`config.mk`:
```
export PLATFORM = sky130hd
export DESIGN_NAME = spi_reg_ctrl
export DESIGN_NICKNAME = d
export VERILOG_FILES = /design/src/rtl/spi_reg_ctrl.sv
export SDC_FILE = /design/constraint.sdc
export NUM_CORES = 1
export LEC_CHECK = 0
export CORE_ASPECT_RATIO = 1.75
export CORE_UTILIZATION = 43
export DETAILED_ROUTE_END_ITERATION = 7
export GPL_ROUTABILITY_DRIVEN = 0
export HOLD_SLACK_MARGIN = 0.15
export PLACE_DENSITY = 0.78
export SLEW_MARGIN = 20
export SYNTH_ARGS = -nofsm -noshare
export SYNTH_HDL_FRONTEND = slang
export SYNTH_SLANG_ARGS = --single-unit
```
`constraint.sdc`:
```
create_clock -name clk -period 2.1 [get_ports clk]
set_input_delay 0.525 -clock clk [delete_from_list [all_inputs] [get_ports clk]]
set_output_delay 0.525 -clock clk [all_outputs]
set_load 0.02 [all_outputs]
```
`src/rtl/spi_reg_ctrl.sv`:
```
// spi_reg_ctrl: decodes SPI command/data byte pairs into register write/read strobes
//
// Ports:
//   clk        peripheral clock
//   rst_n      synchronous active-low reset
//   cs_n       raw SPI chip select (synchronized internally, 2 flops)
//   byte_sync  one-cycle pulse, data_in valid in the same cycle
//   data_in    received byte
//   data_out   byte for the bridge to transmit next (registered)
//   reg_addr   register address (registered)
//   reg_wdata  write data (registered)
//   reg_we     one-cycle write strobe
//   reg_re     one-cycle read strobe
//   reg_rdata  combinational read data, valid during reg_re
//   cmd_err    one-cycle pulse on access to an illegal address
//
// Build option: define SPI_REG_AUTOINC_EN for burst mode (address auto-increment
// after every data/dummy byte until cs_n rises).
module spi_reg_ctrl #(
    parameter int ADDR_W   = 6,
    parameter int NUM_REGS = 20
) (
    input  logic              clk,
    input  logic              rst_n,
    input  logic              cs_n,
    input  logic              byte_sync,
    input  logic [7:0]        data_in,
    output logic [7:0]        data_out,
    output logic [ADDR_W-1:0] reg_addr,
    output logic [7:0]        reg_wdata,
    output logic              reg_we,
    output logic              reg_re,
    input  logic [7:0]        reg_rdata,
    output logic              cmd_err
);
`ifdef SPI_REG_AUTOINC_EN
    localparam bit AUTOINC = 1'b1;
`else
    localparam bit AUTOINC = 1'b0;
`endif

    typedef enum logic [1:0] {CMD, WDATA, RDATA} state_t;

    state_t            state, state_n;
    logic              cs_meta, cs_sync;
    logic [ADDR_W-1:0] addr_n, cmd_addr, addr_inc;
    logic [7:0]        wdata_n, dout_n;
    logic              we_n, re_n, err_n, take;

    function automatic logic legal(input logic [ADDR_W-1:0] a);
        return int'(a) < NUM_REGS;
    endfunction

    assign cmd_addr = data_in[ADDR_W-1:0];
    assign addr_inc = reg_addr + ADDR_W'(1);
    // a byte arriving while any strobe is out is dropped
    assign take     = byte_sync && !(reg_we || reg_re || cmd_err);

    always_comb begin
        state_n = state;
        addr_n  = reg_addr;
        wdata_n = reg_wdata;
        dout_n  = data_out;
        we_n    = 1'b0;
        re_n    = 1'b0;
        err_n   = 1'b0;
        case (state)
            CMD: begin
                dout_n = 8'h00;
                if (take) begin
                    addr_n = cmd_addr;
                    if (data_in[7]) begin
                        state_n = WDATA;
                    end else begin
                        state_n = RDATA;
                        re_n    = 1'b1;
                        err_n   = !legal(cmd_addr);
                    end
                end
            end
            WDATA: if (take) begin
                wdata_n = data_in;
                we_n    = legal(reg_addr);
                err_n   = !legal(reg_addr);
                state_n = AUTOINC ? WDATA : CMD;
            end
            RDATA: if (take) begin
                dout_n = 8'h00;
                if (AUTOINC) begin
                    addr_n = addr_inc;
                    re_n   = 1'b1;
                    err_n  = !legal(addr_inc);
                end else begin
                    state_n = CMD;
                end
            end
            default: state_n = CMD;
        endcase
        // burst writes advance the address once the current write strobe is out
        if (AUTOINC && state == WDATA && (reg_we || cmd_err))
            addr_n = addr_inc;
        if (reg_re)
            dout_n = legal(reg_addr) ? reg_rdata : 8'h00;
        // a byte coinciding with deselect completes; the force lands a cycle later
        if (cs_sync && !take) begin
            state_n = CMD;
            dout_n  = 8'h00;
        end
    end

    always_ff @(posedge clk) begin
        if (!rst_n) begin
            cs_meta   <= 1'b1;
            cs_sync   <= 1'b1;
            state     <= CMD;
            reg_addr  <= '0;
            reg_wdata <= 8'h00;
            data_out  <= 8'h00;
            reg_we    <= 1'b0;
            reg_re    <= 1'b0;
            cmd_err   <= 1'b0;
        end else begin
            cs_meta   <= cs_n;
            cs_sync   <= cs_meta;
            state     <= state_n;
            reg_addr  <= addr_n;
            reg_wdata <= wdata_n;
            data_out  <= dout_n;
            reg_we    <= we_n;
            reg_re    <= re_n;
            cmd_err   <= err_n;
        end
    end
endmodule

```
# Yosys cells after proc, flatten, opt, wreduce, memory -nomap -nowiden
# Cells that the tools add are included.
# word_totals
input_bits	20
word_cells	48
regBits	29
# op_classes
n_bitwise	1
reduce_logical	18
n_mux	13
n_eq_ne	5
order_cmp	2
# op_table
operator	n
$mux W8	3
$pmux W8 S2	1
$lt A6 B5 Y1 const B	2
$reduce_and A2 Y1	4
$mux W2	3
$reduce_and A3 Y1	2
$logic_not A1 Y1	4
$mux W1	4
$pmux W2 S2	1
$reduce_or A2 Y1	2
$ne A3 B3 Y1 const B	1
$reduce_bool A3 Y1	1
$eq A2 B1 Y1 const B	1
$eq A2 B2 Y1 const B	1
$logic_and A1 B1 Y1	2
$logic_not A2 Y1	1
$logic_or A1 B1 Y1	2
$ne A2 B1 Y1 const B	1
$ne A2 B2 Y1 const B	1
$pmux W1 S2	1
$not A1 Y1	1

# Longest topological paths before layout
# Gate-level depths: netlist of run 1.
# depth
ltp_word	7
mapped_depth	6
depth_no_buf	5

# Worst setup path after synthesis of run 1
# OpenSTA, ideal clock, no wires.
# synth_path
path_kind	input-to-reg
start	input byte_sync
end	register reg_wdata[4]
t_required_ns	1.968
slack_ns	0.528
path_buffers	2
stages	5
t_arrival_ns	1.440
cell_sequence	or4b_1 > buf_2 > buf_2 > o21ai_0 > a21oi_1
# synth_between
elab_chain_cells	2
# synth_lines
element	line	rtl
from (decl)	26	input logic byte_sync,
$logic_and A1 B1 Y1	57	assign take = byte_sync && !(reg_we || reg_re || cmd_err);
$reduce_and A2 Y1 (no source line)	--	
to (signal assigned)	127	reg_wdata <= wdata_n;
to (decl)	30	output logic [7:0] reg_wdata,
# No other way between the ends.
# A chain may end at the register's enable or synchronous reset.

# Worst setup path after layout of run 1
# layout_path
start	input byte_sync
end	register data_out[1]
# layout_between
elab_chain_cells	4
# layout_lines
element	line	rtl
$logic_and A1 B1 Y1 *	57	
branches (longest 3 deep; another with $ne A3 B3 Y1)	--	
to (signal assigned)	128	data_out <= dout_n;
to (decl)	28	output logic [7:0] data_out,
# Mark *: on every way between the ends.

==> results_dict.tcl, run 1 <==
set metrics [dict create \
    outcome "completed" \
    cap_violations 0 \
    synth_area_um2 1220 \
    rsz0062_at_grt "no" \
    coreArea_um2 2690 \
    ys_seq_elements 29 \
    clockBufferDepth 2 \
    fin_crit_ns 1.90 \
    max_freq_mhz 527 \
    crit_chain "clkdlybuf4s50_1 > or4b_1 > a21o_1 > a21oi_2" \
    start_kind "input pin" \
    drive_gt1_share_pct 13.0 \
    crit_path_max_fanout 10 \
    clkLatencyLatePin_ns 0.28 \
    grt_overflow 0 \
    hold_viol 0 \
    syn_inst 139 \
    tritoncts "done" \
    final_cell_mix "clkdlybuf4s50_1, nand3_1, dfxtp_1" \
    drt-initial-drc-count 26 \
    antenna_found_initial 0 \
    finClkSkew_ns 0.00298 \
    syn_nets 162 \
    htreeDepth 2 \
    cts_hold_buf 0 \
    vdd_drop_max_mv 0.431 \
    die_area_um2 3070 \
    drt_wl_total_um 3100 \
    synthAdderAreaFrac_pct 3.07 \
    cts-resized-gates 0 \
    synth-xor-area-share_pct 0 \
    grt_usage_pct 21.9 \
    wl_per_cell_um 14.7 \
    slew_violations 0 \
    power.leakage_nw 0.602 \
    relSlewSlack_pct 52.2 \
    grt_pass1_wl_um 5100 \
    grt_max_degree 17 \
    root_buffer "clkbuf_8" \
    dpl.hpwl_um 2300 \
    worst_hold_slack_ns 0.413 \
    cpPeakStageDelay_ns 0.52 \
    cts.clk_slew.worst_paths_ns 0.06 \
    num-nets-final 207 \
    viasPerCell 5.61 \
    synth_area_leader_cell "dfxtp_1" \
    post-route-period-util_pct 90.3 \
    yosysUniqueCellTypes 24 \
    vias 1184 \
    start_util_pct 45.4 \
    synth_compound_area_share_pct 23.8 \
    ant_nets 0 \
    row_count 25 \
    ys.warnings.count 0 \
    io_pins 45 \
    first_global_vias 1188 \
    die_w_um 42.3 \
    crit_type "input pin to register" \
    synthArstFlopShare_pct 0 \
    tns_ns 0 \
    drc 0 \
    worst_pin_slew_ns 0.712 \
    areaGrowthSynthToFinish_pct 44.3 \
    critPathArrivalTime_ns 2.10 \
    die_height_um 72.5 \
    synth_ff_type "dfxtp_1" \
    synth_edf_count 0 \
    synth_simple_gate_area_share_pct 19.4 \
    synth_top_family_by_area "compound AO/OA/AOI/OAI gates" \
    finalSetupViolCount 0 \
    syn_area_per_cell_um2 8.79 \
    ys_seq_area_share_pct 47.5 \
    crit_buf_inv 1 \
    synthTopCellsByArea "dfxtp_1, nand3_1, a21oi_2" \
    required_ns 2.31 \
    postCtsSetupRepairBufs 0 \
    p_per_area_nw_per_um2 692 \
    synth_top_area_share_pct 47.5 \
    diodes 0 \
    cpLargestDelayFamily "compound AO/OA/AOI/OAI gates" \
    cp-end-kind "register" \
    cts_made_buffers 5 \
    synth_mux_area_share_pct 0 \
    cp_slowest_cell "or4b_1" \
    dr.pass1.iters 4 \
    io_buffer_count 44 \
    r2r_slack_ns 0.52 \
    layout_commonest_cell "clkdlybuf4s50_1" \
    hp-class "register to register" \
    numClockSinks 29 \
]
==> sequential cells by signal, indices dropped and copies added, names as in the netlist <==
name and flops:
data_out 8, reg_wdata 8, reg_addr 6, state 2, cmd_err 1, cs_meta 1
cs_sync 1, reg_re 1, reg_we 1
==> per-layer routing <==
metal | GRT usage (%) | vias to the layer above | share of wire, %
li1 | - | 578 | -
met1 | 20.9 | 550 | 38
met2 | 40.5 | 49 | 53
met3 | 6.22 | 7 | 6.6
met4 | 12.5 | 0 | 2.0
met5 | 0 | - | 0
==> kinds of logic (layout without fill, tap and decap cells) <==
group,Yosys count,count (layout)
AOI/OAI and AO/OA,47,47
and+or+nand+nor,43,43
DFF,29,29
buffers and inverters,17,62
adders and majority gates,3,3
==> Yosys cell counts, types with 2 or more instances <==
| cell type | number |
|---|---|
| buf_1 | 2 |
| nor2_1 | 2 |
| o211ai_1 | 2 |
| o21ai_0 | 15 |
| ha_1 | 3 |
| dfxtp_1 | 29 |
| nand3_1 | 32 |
| a21oi_2 | 10 |
| buf_2 | 3 |
| nand2b_1 | 3 |
| clkbuf_1 | 4 |
| a21o_1 | 2 |
| inv_1 | 7 |
| a21oi_1 | 15 |
==> final timing paths <==
| kind | startpoint | to | cells after the start |
|---|---|---|---|
| setup / recovery | byte_sync | data_out[1] | 4 |
| setup reg to reg | reg_re | data_out[1] | 3 |
| hold / removal | cs_meta | cs_sync | 1 |
| hold reg to reg | cs_meta | cs_sync | 1 |
==> final cells by class <==
class | count | area [um^2]
fill | 236 | 926
sequential | 29 | 581
multi-input combinational | 93 | 567
timing repair buffer | 48 | 470
clock buffer | 7 | 86.3
tap | 27 | 33.8
inverter | 7 | 26.3
==> per-stage QoR <==
step	cell area, um^2	worst slack (ns)	cells	util [%]	power, W
after floorplan	1220	0.528	139	-	0.000690
after global routing	1760	0.169	211	65.6	0.00127
after CTS	1760	0.207	211	65.6	0.00123
after detailed placement	1680	-0.0457	204	62.4	0.000777
final	1760	0.204	211	65.6	0.00122
after global placement	1680	-0.0157	204	62.4	0.000774
==> power breakdown <==
part           switching, W  internal, W  total (W)
Combinational     0.0000987    0.0000887   0.000187
Sequential        0.0000121     0.000568   0.000580
Clock              0.000194     0.000259   0.000453
Note: power is estimated with default switching activity, not from simulation.
==> run 2, diff against run 1 <==
--- a/constraint.sdc
+++ b/constraint.sdc
@@ -3,2 +3,2 @@
 set_output_delay 0.525 -clock clk [all_outputs]
-set_load 0.02 [all_outputs]
+set_load 0.01 [all_outputs]
==> results of run 2 <==
Same layout as run 1 (identical final DEF). Status: completed.
Main changes from that run: total power 0.00122 W -> 0.00121 W; worst IR drop on VDD 0.431 mV -> 0.430 mV
==> run 3, diff against run 2 <==
ABC_AREA = 1   (was unset)
CORE_UTILIZATION = 42   (was 43)
==> run 3 against run 2 <==
Combinational power decreased by 7%. Clock skew increased by 0.00087 ns. Cell area decreased by 5.0%. Critical endpoint is now reg_re. Clock-buffer cell count unchanged. Flip-flop and latch count unchanged. Highest routed layer unchanged. Register-to-register slack improved by 0.20 ns. Largest power group unchanged. First-iteration DRC count decreased by 62%. Non-clock buffer count decreased by 3. Die area decreased by 5.6%.
==> results_dict.tcl, run 3 <==
set metrics [dict create \
    outcome "completed" \
    crit_buf_inv 1 \
    p_per_area_nw_per_um2 709 \
    die_area_um2 2900 \
    max_freq_mhz 580 \
    ys_seq_area_share_pct 51.6 \
    numClockSinks 29 \
    synth_area_leader_cell "dfxtp_1" \
    start_util_pct 44.6 \
    cp-end-kind "primary output" \
    synth_area_um2 1120 \
    fin_crit_ns 1.72 \
    syn_inst 140 \
    cts.clk_slew.worst_paths_ns 0.06 \
    die_w_um 41.1 \
    drt_wl_total_um 2600 \
    vdd_drop_max_mv 0.548 \
    power.leakage_nw 0.620 \
    synthTopCellsByCount "nand2_1, dfxtp_1, a21oi_1" \
    placed_cells 209 \
    vias 1072 \
    reg.largest.list "data_out (8), reg_wdata (8), reg_addr (6)" \
    slew_violations 0 \
    syn_area_per_cell_um2 8.03 \
    drt-initial-drc-count 10 \
    synthTopCellsByArea "dfxtp_1, nand2_1, a21oi_1" \
    worst_pin_slew_ns 0.281 \
    synthArstFlopShare_pct 0 \
    layout_commonest_cell "clkdlybuf4s50_1" \
    cts_made_buffers 5 \
    drive_gt1_share_pct 8.95 \
    layout.cells.non_filler 216 \
    grt_overflow 0 \
    ant_nets 0 \
    cts_hold_buf 0 \
    synth_ff_type "dfxtp_1" \
    grt_max_degree 17 \
    relSlewSlack_pct 81.3 \
    finClkSkew_ns 0.00385 \
    die_height_um 70.5 \
    htreeDepth 2 \
    antenna_found_initial 0 \
    row_count 24 \
    postCtsSetupRepairBufs 0 \
    synth_most_common_cell "nand2_1" \
    grt_pass1_wl_um 4210 \
    cap_violations 0 \
    crit_type "register to primary output" \
    syn_nets 163 \
    dr.pass1.iters 4 \
    io_pins 45 \
    power.total_w 0.00119 \
    crit_path_max_fanout 3 \
    critPathArrivalTime_ns 1.20 \
    grt_usage_pct 21.4 \
    required_ns 1.57 \
    areaGrowthSynthToFinish_pct 48.9 \
    cp_slowest_cell "clkdlybuf4s50_1" \
    drc 0 \
    start_kind "register" \
    io_buffer_count 44 \
    num-nets-final 213 \
    cts-resized-gates 0 \
    synth_top_area_share_pct 51.6 \
    finalSetupViolCount 0 \
    ys.warnings.count 0 \
    diodes 0 \
    tritoncts "done" \
    cpLargestDelayFamily "buffers and inverters" \
    final_cell_mix "clkdlybuf4s50_1, nand2_1, dfxtp_1" \
    root_buffer "clkbuf_8" \
    tns_ns 0 \
    wl_per_cell_um 12.1 \
    fillerInstances 230 \
    dpl.hpwl_um 1990 \
    post-route-period-util_pct 82.1 \
    synth_edf_count 0 \
    hp-class "register to register" \
    ys_seq_elements 29 \
    coreArea_um2 2520 \
    clkLatencyLatePin_ns 0.28 \
    cpPeakStageDelay_ns 0.55 \
    first_global_vias 1033 \
    viasPerCell 4.96 \
    hold_viol 0 \
    crit_chain "clkdlybuf4s50_1" \
    clockBufferDepth 2 \
    rsz0062_at_grt "no" \
    yosysUniqueCellTypes 19 \
]
run 3: report_power, final:
part,total [W],switching (W),internal (W)
clock network,0.000442,0.000183,0.000259
registers,0.000583,0.0000121,0.000571
logic,0.000164,0.0000802,0.0000840
total,0.00119,0.000275,0.000914
run 3: per-stage QoR:
stage	setup WS [ns]	util [%]	area (um^2)	hold WS (ns)
global route	0.256	66.4	1680	0.446
floorplan	0.880	-	1120	0.393
global placement	0.239	63.0	1590	0.395
finish	0.376	66.4	1680	0.421
detailed placement	0.202	63.0	1590	0.413
CTS	0.369	66.4	1680	0.428
run 3: layout make-up:
class	count	area [um^2]	area share (%)
Clock buffer	7	86.3	5.15
Inverter	18	68.8	4.11
Multi-Input combinational cell	91	459	27.4
Sequential cell	29	581	34.7
Tap cell	26	32.5	1.94
Timing Repair Buffer	45	448	26.7
run 3: layer usage:
layer / part of all wire (%) / global-route usage (%) / vias to the layer above
li1: - / - / 548
met1: 35 / 19.1 / 476
met2: 56 / 38.0 / 42
met3: 6.5 / 7.62 / 6
met4: 2.3 / 9.68 / 0
met5: 0 / 0 / -
run 3: final timing paths:
kind / start / to / slack [ns] / cells after the start
worst max register to register: state[1] / reg_wdata[4] / 0.72 / 5
worst max-delay path: reg_re / reg_re / 0.38 / 1
worst min-delay path: cs_meta / cs_sync / 0.42 / 1
worst min register to register: cs_meta / cs_sync / 0.42 / 1
run 3: cell families (layout without fill, tap and decap cells):
kind of cell / Yosys count / count (layout) / synth area share, %
buf+inv: 20 / 70 / 7.56
fa+ha+maj: 3 / 3 / 3.34
compound gates: 38 / 38 / 17.5
simple gates: 50 / 50 / 20.0
flops: 29 / 29 / 51.6
